File: config.mk
export PLATFORM = sky130hd
export DESIGN_NAME = pipe_mem_arbiter
export DESIGN_NICKNAME = d
export VERILOG_FILES = /design/src/rtl/pipe_mem_pkg.sv /design/src/rtl/pipe_mem_wdog.sv /design/src/rtl/pipe_mem_arbiter.sv
export SDC_FILE = /design/constraint.sdc
export NUM_CORES = 1
export LEC_CHECK = 0
export ABC_CLOCK_PERIOD_IN_PS = 1900
export BUFFER_PORTS_ARGS = -buffer_cell sky130_fd_sc_hd__buf_2
export CORE_MARGIN = 4
export CORE_UTILIZATION = 41
export CTS_BUF_LIST = sky130_fd_sc_hd__clkbuf_16
export CTS_CLUSTER_SIZE = 14
export DETAILED_ROUTE_END_ITERATION = 10
export PLACE_DENSITY_LB_ADDON = 0.08
export SLEW_MARGIN = 20
export SYNTH_ARGS = -nofsm -noshare
export SYNTH_HDL_FRONTEND = slang
export SYNTH_SLANG_ARGS = --single-unit
File: constraint.sdc
create_clock -name clk -period 1.9 [get_ports clk]
set_input_delay 0.095 -clock clk [delete_from_list [all_inputs] [get_ports clk]]
set_output_delay 0.095 -clock clk [all_outputs]
set_load 0.02 [all_outputs]
File: src/rtl/pipe_mem_pkg.sv
`default_nettype none
// ============================================================================
// Module  : pipe_mem_pkg
// Brief   : Shared types and defaults for the pipeline memory arbiter.
// Revision: 1.0 - initial release
// ============================================================================
package pipe_mem_pkg;

  localparam int ACK_TIMEOUT_DEF = 16;

  typedef enum logic [1:0] {
    IDLE  = 2'd0,
    DATA  = 2'd1,
    FETCH = 2'd2
  } state_e;

endpackage
`default_nettype wire

File: src/rtl/pipe_mem_wdog.sv
`default_nettype none
// ============================================================================
// Module  : pipe_mem_wdog
// Brief   : Counts unacknowledged cycles of a memory access and flags abort.
// Revision: 1.0 - initial release
// ============================================================================
module pipe_mem_wdog #(
  parameter int ACK_TIMEOUT = 16
) (
  input  logic clk,
  input  logic clrn,
  input  logic busy_i,
  input  logic ack_i,
  output logic abort_o
);

  localparam int CW = $clog2(ACK_TIMEOUT + 1);

  logic [CW-1:0] cnt_q;
  logic [CW-1:0] cnt_d;

  // Held at zero while idle, so every access starts counting from zero.
  assign abort_o = busy_i & ~ack_i & (cnt_q == CW'(ACK_TIMEOUT - 1));

  always_comb begin
    cnt_d = cnt_q;
    if (!busy_i || ack_i || abort_o) begin
      cnt_d = '0;
    end else begin
      cnt_d = cnt_q + CW'(1);
    end
  end

  always_ff @(posedge clk or negedge clrn) begin
    if (!clrn) begin
      cnt_q <= '0;
    end else begin
      cnt_q <= cnt_d;
    end
  end

endmodule
`default_nettype wire

File: src/rtl/pipe_mem_arbiter.sv
`default_nettype none
// ============================================================================
// Module  : pipe_mem_arbiter
// Brief   : Non-preemptive arbiter sharing one memory port between IF and MEM.
// Revision: 1.0 - initial release
// ============================================================================
module pipe_mem_arbiter #(
  parameter int ACK_TIMEOUT = pipe_mem_pkg::ACK_TIMEOUT_DEF
) (
  input  logic        clk,
  input  logic        clrn,
  input  logic        i_req,
  input  logic [31:0] i_addr,
  input  logic        mm2reg,
  input  logic        mwmem,
  input  logic [31:0] malu,
  input  logic [31:0] mb,
  output logic [31:0] i_rdata,
  output logic [31:0] d_rdata,
  output logic        i_stall,
  output logic        d_stall,
  output logic        mem_req,
  output logic        mem_we,
  output logic [31:0] mem_addr,
  output logic [31:0] mem_wdata,
  input  logic        mem_ack,
  input  logic [31:0] mem_rdata,
  output logic        err
);

  import pipe_mem_pkg::*;

  state_e      state_q, state_d;
  logic        mem_req_q, mem_req_d;
  logic        mem_we_q, mem_we_d;
  logic [31:0] mem_addr_q, mem_addr_d;
  logic [31:0] mem_wdata_q, mem_wdata_d;
  logic        err_q;

  logic d_active;
  logic ack_v;
  logic abort;
  logic data_ack;
  logic fetch_ack;

  assign d_active  = mm2reg | mwmem;
  // A stray ack with no request outstanding must not complete anything.
  assign ack_v     = mem_ack & mem_req_q;
  assign data_ack  = (state_q == DATA) & ack_v;
  assign fetch_ack = (state_q == FETCH) & ack_v;

  pipe_mem_wdog #(
    .ACK_TIMEOUT (ACK_TIMEOUT)
  ) u_wdog (
    .clk     (clk),
    .clrn    (clrn),
    .busy_i  (state_q != IDLE),
    .ack_i   (ack_v),
    .abort_o (abort)
  );

  assign d_stall = d_active & ~data_ack & ~abort;
  assign i_stall = d_stall | (i_req & ~fetch_ack & ~abort);
  assign d_rdata = data_ack  ? mem_rdata : 32'd0;
  assign i_rdata = fetch_ack ? mem_rdata : 32'd0;

  assign mem_req   = mem_req_q;
  assign mem_we    = mem_we_q;
  assign mem_addr  = mem_addr_q;
  assign mem_wdata = mem_wdata_q;
  assign err       = err_q;

  always_comb begin
    state_d     = state_q;
    mem_req_d   = mem_req_q;
    mem_we_d    = mem_we_q;
    mem_addr_d  = mem_addr_q;
    mem_wdata_d = mem_wdata_q;
    case (state_q)
      IDLE: begin
        // The MEM-stage instruction is older, so it wins over the fetch.
        if (d_active) begin
          state_d     = DATA;
          mem_req_d   = 1'b1;
          mem_we_d    = mwmem;
          mem_addr_d  = malu;
          mem_wdata_d = mb;
        end else if (i_req) begin
          state_d    = FETCH;
          mem_req_d  = 1'b1;
          mem_we_d   = 1'b0;
          mem_addr_d = i_addr;
        end
      end
      DATA, FETCH: begin
        if (ack_v || abort) begin
          state_d   = IDLE;
          mem_req_d = 1'b0;
          mem_we_d  = 1'b0;
        end
      end
      default: begin
        state_d   = IDLE;
        mem_req_d = 1'b0;
        mem_we_d  = 1'b0;
      end
    endcase
  end

  always_ff @(posedge clk or negedge clrn) begin
    if (!clrn) begin
      state_q     <= IDLE;
      mem_req_q   <= 1'b0;
      mem_we_q    <= 1'b0;
      mem_addr_q  <= 32'd0;
      mem_wdata_q <= 32'd0;
      err_q       <= 1'b0;
    end else begin
      state_q     <= state_d;
      mem_req_q   <= mem_req_d;
      mem_we_q    <= mem_we_d;
      mem_addr_q  <= mem_addr_d;
      mem_wdata_q <= mem_wdata_d;
      if (abort) begin
        err_q <= 1'b1;
      end
    end
  end

endmodule
`default_nettype wire
==> impl_metrics.csv, run 1 <==
group,metric,value,unit
status,outcome,"complete, no violations",
job,maxCapViolations,0,
setup_path,rr_endpoint,"mem_addr[20]$_DFFE_PN0P_",
pwr,ir_drop,796,uV
floorplan,fp.dieArea,0.0108,mm2
setup_path,cp-start-kind,"flip-flop",
global_routing,grt_pass1_vias,3546,
final_layout,area_growth,53.1,%
floorplan,rows,34,
route,drtIter0Drc,115,
final_layout,final_area,0.00578,mm2
setup_path,cp_max_fo,7,
clock_network,post-cts-setup-buffers,0,
synth,synthFlopType,"dfrtp_1",
placement,io_buffers,266,
synth,netlist.top_cell.by_area,"dfrtp_1",
global_routing,grt_first_pass_wirelength,17500,um
setup_path,r2r_cells,6,
synth,synth_top_area_share,49.1,%
sta,timing_hold_violations_final,0,
setup_path,crit_start,"u_wdog.cnt_q[0]$_DFF_PN0_",
clock_network,cts.path.max_buffers,2,
pwr,leakagePower,0.00308,uW
sta,finalCritPeriodShare,96.4,%
route,ant_nets,0,
global_routing,grt_max_degree,40,
sta,setup_viol,0,
sta,fin_crit,1830,ps
final_layout,diodes,0,
sta,finalMaxSlewViolations,0,
synth,synth_common_cells,"dfrtp_1, and2_1, nand2_1",
setup_path,rrSetupSlack,290,ps
floorplan,initial_core_util,42.7,%
setup_path,cp.required,1800,ps
sta,fin_setup_tns,0,ps
floorplan,core,0.00885,mm2
clock_network,cts_root_buf,"clkbuf_16",
route,viasPerCell,4.71,
synth,synth_area_leaders,"dfrtp_1, and2_1, mux2_2",
final_layout,final_nets,758,
sta,hold_ws,9.44,ps
setup_path,timing.critical_path.to,"d_stall",
route,drc,0,
sta,max_freq,546,MHz
final_layout,fin_cells,732,
global_routing,antenna_found_initial,1,
synth,synthCells,335,
synth,synth_warnings,0,
final_layout,drive_gt1_share,55.4,%
setup_path,r2r_start,"state_q[0]$_DFFE_PN0P_",
synth,synth_edf_count,0,
clock_network,clock_sinks,74,
sta,clock_skew,5.20,ps
synth,synthesis.nets,474,
min_path,min_path_type,"in -> reg",
floorplan,die_w,104,um
clock_network,htreeDepth,3,
synth,synthArstFlopShare,100,%
clock_network,cts_tree,"yes",
synth,synth_most_common_cell,"dfrtp_1",
placement,place_inst,695,
setup_path,crit_arrival,1740,ps
setup_path,critPathKind,"reg -> out",
sta,tightestPinTransition,1010,ps
clock_network,clk_latency,320,ps
synth,synth_area,0.00377,mm2
synth,ys_types,32,
clock_network,path_clk_slew,60,ps
placement,dpl-instance-area,0.00521,mm2
floorplan,io_pins,267,
synth,ys_seq_area_share,49.1,%
global_routing,overflow,0,
final_layout,final_util,65.3,%
route,routed_wl,10900,um
sta,grt_setup_unrepaired,"true",
placement,place.gp.congestion,0.778,
global_routing,grtUsageTotal,19.9,%
synth,ys_ff_latch,74,
route,drt_pre_antenna_iters,4,
route,vias,3446,
sta,slew_headroom,32.9,%
placement,dp_hpwl,8760,um
synth,syn_avg_cell_area,11.3,um2
setup_path,end_kind,"output pin",
floorplan,die_h,104,um
final_layout,fillers,742,
clock_network,cts_buffers,9,
pwr,p_per_area,1530,mW/mm2
route,drt-wirelength-per-cell,14.9,um
-- layer usage --
layer  vias to the layer above  GRT usage [%]  share of wire (%)
met4                         2           5.98                1.2
met5                         -              0               0.18
li1                       1700              -                  -
met3                        14           5.59                8.2
met2                       146           39.0                 57
met1                      1584           20.2                 33
-- worst max-delay path, stage by stage (launching register included) --
cell      delay [ps]
dfrtp_1          390
ha_1             220
and3_1           190
ha_2             210
a211oi_1         210
buf_4            180
-- through the flow --
step	worst slack (ps)	power, uW
finish	68.4	8860
global route	-30.1	9430
CTS	7.33	8950
detailed placement	185	6970
global placement	242	6880
floorplan	205	5540
-- state kept, by name, summed over array words and instances, names as in the netlist --
register,flops
mem_addr,32
mem_we,1
u_wdog.cnt_q,5
mem_req,1
err,1
state_q,2
mem_wdata,32
-- worst min-delay path by stage --
stage               startpoint                        end  slack [ps]  cells after the start
global route            mb[22]  mem_wdata[22]$_DFFE_PN0P_          10                      2
global placement          clrn   mem_wdata[6]$_DFFE_PN0P_          80                      1
floorplan                 clrn            err$_DFFE_PN0P_        -200                      0
detailed placement        clrn   mem_wdata[6]$_DFFE_PN0P_          90                      1
CTS                      mb[4]   mem_wdata[4]$_DFFE_PN0P_           4                      2
finish                   mb[3]   mem_wdata[3]$_DFFE_PN0P_           9                      2
-- cells by family after synthesis --
group | count (synthesis) | share of synthesized area (%)
compound gates | 45 | 8.88
xor+xnor | 2 | 0.464
fa+ha+maj | 5 | 1.66
buf+inv | 27 | 4.74
flops | 74 | 49.1
mux | 64 | 18.0
simple gates | 118 | 17.2
-- where the power goes --
part	internal, uW	leakage, uW	switching (uW)
sequential	2340	0.000897	390
combinational	1710	0.00203	2520
clock	1280	0.000159	627
-- what timing repair did --
action	4_1_cts	5_1_grt
hold buffers	21	0
gates cloned	0	0
gates resized for setup	2	5
endpoints found under the setup margin	1	66
hold endpoints to repair	55	0
-- cell type report --
type | instances | area [um2] | area share [%]
sequential | 74 | 1850 | 32.0
tap | 108 | 135 | 2.34
clock inverter | 7 | 118 | 2.03
multi-input combinational | 234 | 1750 | 30.3
clock buffer | 9 | 225 | 3.90
timing repair buffer | 295 | 1680 | 29.0
inverter | 5 | 18.8 | 0.325
-- placed cells by master, fill, tap and decap left out, drive strengths merged --
cell	n
bufinv	3
nand4b	1
dfrtp	74
buf	274
o211ai	5
xnor2	1
nor3b	1
and2	65
a211oi	1
o22ai	1
a21oi	1
clkinv	2
ha	5
a21boi	1
xor2	1
clkinvlp	2
dlygate4sd3	21
o21ai	35
o31ai	1
nand2	34
nand2b	2
mux2	32
nand3	2
clkbuf	9
nand3b	3
inv	5
mux2i	32
and3	3
nor2	7
Note: power is estimated with default switching activity, not from simulation.
==> inputs of run 2 (changes only) <==
--- a/config.mk
+++ b/config.mk
@@ -8,11 +8,12 @@
 export ABC_CLOCK_PERIOD_IN_PS = 1900
 export BUFFER_PORTS_ARGS = -buffer_cell sky130_fd_sc_hd__buf_2
 export CORE_MARGIN = 4
-export CORE_UTILIZATION = 41
+export CORE_UTILIZATION = 34
 export CTS_BUF_LIST = sky130_fd_sc_hd__clkbuf_16
 export CTS_CLUSTER_SIZE = 14
 export DETAILED_ROUTE_END_ITERATION = 10
 export PLACE_DENSITY_LB_ADDON = 0.08
+export REMOVE_ABC_BUFFERS = 1
 export SLEW_MARGIN = 20
 export SYNTH_ARGS = -nofsm -noshare
 export SYNTH_HDL_FRONTEND = slang
==> impl_metrics.csv, run 2 (synthesized netlist as in run 1, its figures left out) <==
group,metric,value,unit
status,outcome,"complete, no violations",
clock_network,cts_root_buf,"clkbuf_16",
floorplan,initial_core_util,34.8,%
global_routing,grt_pass1_vias,3550,
final_layout,final_cell_mix,"buf_2, dfrtp_1, and2_1",
floorplan,rows,38,
placement,place_inst,727,
clock_network,clock_sinks,74,
min_path,hp-start,"mb[24]",
clock_network,htreeDepth,3,
route,drc,0,
sta,tightestPinTransition,461,ps
sta,timing_hold_violations_final,0,
floorplan,die_h,113,um
clock_network,clk_latency,320,ps
job,maxCapViolations,0,
route,ant_nets,0,
sta,slew_headroom,69.3,%
final_layout,multi_input_area,0.00175,mm2
sta,setup_viol,0,
route,drt_pre_antenna_iters,4,
setup_path,critPathKind,"reg -> out",
min_path,hold-path-cell-count,2,
route,routed_wl,11200,um
final_layout,drive_gt1_share,55.3,%
setup_path,cp_max_fo,7,
route,viasPerCell,4.50,
placement,preCtsSetupSlack,250,ps
global_routing,grt_max_degree,42,
final_layout,final_nets,760,
sta,finalMaxSlewViolations,0,
clock_network,cts_buffers,9,
sta,grt_setup_unrepaired,"true",
setup_path,critPathSlowestCell,"dfrtp_1",
pwr,leakagePower,0.00306,uW
setup_path,rrSetupSlack,370,ps
setup_path,cp-start-kind,"flip-flop",
final_layout,fillers,983,
floorplan,fp.dieArea,0.0129,mm2
setup_path,path_cells,"ha_1 > and3_1 > ha_2 > a211oi_1 > buf_4",
sta,max_freq,549,MHz
route,drtIter0Drc,49,
global_routing,grt_first_pass_wirelength,17500,um
sta,layout_setup_ws,79.2,ps
sta,hold_ws,9.43,ps
setup_path,end_kind,"output pin",
final_layout,final_common_cell,"buf_2",
final_layout,area_growth,52.7,%
clock_network,post-cts-setup-buffers,0,
route,drt-wirelength-per-cell,14.6,um
min_path,min_path_type,"in -> reg",
floorplan,io_pins,267,
placement,place.gp.congestion,0.846,
placement,io_buffers,266,
final_layout,seqCellArea,0.00185,mm2
sta,clock_skew,5.90,ps
global_routing,grtUsageTotal,17.2,%
global_routing,overflow,0,
pwr,p_per_area,1460,mW/mm2
sta,fin_setup_tns,0,ps
clock_network,cts.path.max_buffers,2,
setup_path,r2r_cells,5,
sta,fin_crit,1820,ps
setup_path,rr_endpoint,"mem_wdata[4]$_DFFE_PN0P_",
clock_network,path_clk_slew,60,ps
setup_path,cp.required,1800,ps
placement,dp_hpwl,8890,um
route,vias,3448,
setup_path,slowest_delay,390,ps
min_path,min_to,"mem_wdata[24]$_DFFE_PN0P_",
pwr,p_total,8400,uW
floorplan,die_w,113,um
pwr,ir_drop,664,uV
sta,finalCritPeriodShare,95.8,%
floorplan,core,0.0108,mm2
setup_path,r2r_start,"state_q[0]$_DFFE_PN0P_",
setup_path,crit_arrival,1730,ps
final_layout,fin_cells,767,
global_routing,antenna_found_initial,2,
clock_network,cts_tree,"yes",
==> run 2: worst max path at each step <==
stage | start | end | slack, ps | cells past startpoint
final | u_wdog.cnt_q[0]$_DFF_PN0_ | d_stall | 80 | 5
after CTS | state_q[1]$_DFFE_PN0P_ | i_stall | 20 | 7
after detailed placement | state_q[0]$_DFFE_PN0P_ | mem_addr[27]$_DFFE_PN0P_ | 250 | 6
after floorplan | mwmem | mem_req$_DFFE_PN0P_ | -160 | 2
after global routing | u_wdog.cnt_q[0]$_DFF_PN0_ | d_stall | -10 | 5
after global placement | state_q[0]$_DFFE_PN0P_ | mem_addr[20]$_DFFE_PN0P_ | 310 | 6
==> run 2: routing by layer <==
metal / up-vias / routed length, um / GRT usage, %
li1: 1707 / - / -
met2: 154 / 6320 / 33.1
met5: - / 13 / 0
met1: 1569 / 3630 / 17.1
met3: 16 / 1050 / 5.68
met4: 2 / 225 / 6.33
==> run 2: repair_timing <==
action / in CTS / in global routing
setup endpoints to repair: 1 / 34
endpoints found under the hold margin: 54 / 0
gates cloned: 0 / 1
hold buffers: 22 / 0
resized for setup: 2 / 6
==> run 2: area by class of cell <==
cell class,instances,share of cell area (%)
Multi-Input combinational cell,234,30.4
Clock inverter,7,0.651
Inverter,5,0.326
Tap cell,140,3.04
Clock buffer,9,3.91
Sequential cell,74,32.1
Timing Repair Buffer,297,29.5
Antenna cell,1,0.0434
==> run 2: through the flow <==
| step | instance area, um2 | utilization [%] |
|---|---|---|
| 3_3_place_gp | 5230 | 48.3 |
| 3_5_place_dp | 5230 | 48.3 |
| 2_1_floorplan | 3610 | - |
| 4_1_cts | 5720 | 52.8 |
| 6_report | 5760 | 53.2 |
| 5_1_grt | 5760 | 53.2 |
==> run 2: power breakdown <==
group	switching [uW]	total (uW)	internal, uW
registers	385	2720	2340
logic	2500	4190	1690
clock network	621	1490	866
total	3510	8400	4900
==> run 2: worst max-delay path: cells and delay by family (launching register included) <==
kind / cells / cell delay, ps
adders and majority gates: 2 / 430
DFF: 1 / 390
AOI/OAI and AO/OA: 1 / 210
and+or+nand+nor: 1 / 190
buffers and inverters: 1 / 180
==> inputs of run 3 (changes only) <==
--- a/config.mk
+++ b/config.mk
@@ -6,15 +6,15 @@
 export NUM_CORES = 1
 export LEC_CHECK = 0
 export ABC_CLOCK_PERIOD_IN_PS = 1900
-export BUFFER_PORTS_ARGS = -buffer_cell sky130_fd_sc_hd__buf_2
+export BUFFER_PORTS_ARGS = -buffer_cell sky130_fd_sc_hd__buf_4
 export CORE_MARGIN = 4
 export CORE_UTILIZATION = 34
 export CTS_BUF_LIST = sky130_fd_sc_hd__clkbuf_16
 export CTS_CLUSTER_SIZE = 14
 export DETAILED_ROUTE_END_ITERATION = 10
-export PLACE_DENSITY_LB_ADDON = 0.08
+export PLACE_DENSITY_LB_ADDON = 0.05
 export REMOVE_ABC_BUFFERS = 1
-export SLEW_MARGIN = 20
+export SLEW_MARGIN = 10
 export SYNTH_ARGS = -nofsm -noshare
 export SYNTH_HDL_FRONTEND = slang
 export SYNTH_SLANG_ARGS = --single-unit
==> impl_metrics.csv, run 3 (synthesized netlist as in run 1, its figures left out) <==
group,metric,value,unit
status,outcome,"complete, no violations",
clock_network,clk_latency,330,ps
sta,clock_skew,8.84,ps
global_routing,grtUsageTotal,17.7,%
clock_network,cts_tree,"yes",
pwr,leakagePower,0.00326,uW
placement,place_inst,728,
global_routing,grt_pass1_vias,3562,
floorplan,die_w,113,um
floorplan,rows,38,
floorplan,initial_core_util,34.8,%
placement,place.gp.congestion,0.935,
sta,grt_setup_unrepaired,"false",
route,routed_wl,11700,um
sta,fin_crit,1800,ps
final_layout,final_util,60.5,%
global_routing,antenna_found_initial,0,
sta,hold_ws,6.91,ps
pwr,p_per_area,1400,mW/mm2
route,drt-wirelength-per-cell,15.1,um
clock_network,clock_sinks,74,
final_layout,area_growth,73.9,%
final_layout,final_common_cell,"buf_4",
clock_network,cts_root_buf,"clkbuf_16",
floorplan,fp.dieArea,0.0129,mm2
sta,finalMaxSlewViolations,0,
global_routing,grt_first_pass_wirelength,18100,um
final_layout,fin_cells,776,
final_layout,final_area,0.00656,mm2
final_layout,final_cell_mix,"buf_4, dfrtp_1, and2_1",
route,viasPerCell,4.48,
clock_network,htreeDepth,3,
floorplan,io_pins,267,
placement,io_buffers,266,
route,vias,3476,
route,ant_nets,0,
min_path,min_path_type,"in -> reg",
setup_path,cp_max_fo,25,
setup_path,end_kind,"output pin",
clock_network,path_clk_slew,60,ps
sta,fin_setup_tns,0,ps
sta,timing_hold_violations_final,0,
sta,max_freq,556,MHz
global_routing,grt_max_degree,40,
final_layout,final_nets,770,
setup_path,critPathKind,"reg -> out",
clock_network,cts.path.max_buffers,2,
sta,tightestPinTransition,879,ps
clock_network,cts_buffers,9,
pwr,ir_drop,723,uV
setup_path,cp-start-kind,"flip-flop",
floorplan,die_h,113,um
placement,dpl-instance-area,0.00592,mm2
route,drt_pre_antenna_iters,4,
floorplan,core,0.0108,mm2
job,maxCapViolations,0,
sta,finalCritPeriodShare,94.7,%
final_layout,fillers,923,
final_layout,seqCellArea,0.00185,mm2
setup_path,crit_arrival,1700,ps
final_layout,drive_gt1_share,55.6,%
setup_path,cp.required,1800,ps
global_routing,overflow,0,
placement,dp_hpwl,9260,um
sta,setup_viol,0,
route,drc,0,
route,drtIter0Drc,84,
sta,slew_headroom,41.4,%
final_layout,multi_input_area,0.00179,mm2
[run 3: cell types whose count changed in the layout (fill, tap and decap cells not counted), sizes merged]
cell         delta
buf             +3
inv             -1
clkinv          -2
clkinvlp        +1
clkbuf          -1
dlygate4sd3     +8
bufinv          +1
[run 3: worst max-delay path, cell delays in order, from the launching register on]
cell and delay, ps:
dfrtp_1 420, inv_1 100, ha_1 140, and3_4 260, buf_12 160, and2_1 150
buf_4 150
[run 3: worst paths after layout]
check	from	to	slack (ps)	depth (start not counted)
worst max-delay path	state_q[1]$_DFFE_PN0P_	d_rdata[0]	100	6
worst min-delay path	mb[7]	mem_wdata[7]$_DFFE_PN0P_	7	2
worst max register to register	state_q[0]$_DFFE_PN0P_	mem_addr[23]$_DFFE_PN0P_	310	6
worst min register to register	u_wdog.cnt_q[0]$_DFF_PN0_	u_wdog.cnt_q[0]$_DFF_PN0_	470	1
max in group asynchronous	clrn	mem_wdata[10]$_DFFE_PN0P_	1030	3
min in group asynchronous	clrn	mem_wdata[18]$_DFFE_PN0P_	280	2
[run 3: through the flow]
step,total power [uW],setup WS [ps]
after CTS,9340,11.0
after floorplan,5370,-165
after global routing,9810,15.2
after detailed placement,7600,179
final,9210,100
after global placement,7510,253
[run 3: timing repair]
action | in CTS | in global routing
setup buffers | 1 | 1
hold buffers | 30 | 0
pin swaps | 0 | 1
resized for setup | 6 | 6
endpoints found under the hold margin | 67 | 0
endpoints found under the setup margin | 47 | 47
[run 3: per-layer routing]
layer	vias up	global-route usage, %	wire, um
li1	1720	-	-
met1	1590	18.7	4000
met2	154	32.9	6370
met3	12	6.47	1180
met4	0	5.29	161
met5	-	0	0
[run 3: layout make-up]
class,instances,area share [%]
timing repair buffer,307,37.3
sequential,74,28.2
multi-input combinational,234,27.2
clock buffer,9,3.43
tap,140,2.67
clock inverter,6,0.896
inverter,5,0.286
antenna,1,0.0381
[run 3: report_power, final]
part,internal [uW],leakage (uW),total (uW),switching (uW)
logic,2290,0.00223,4840,2550
registers,2340,0.000897,2750,408
clock network,999,0.000135,1630,630
total,5630,0.00326,9210,3580
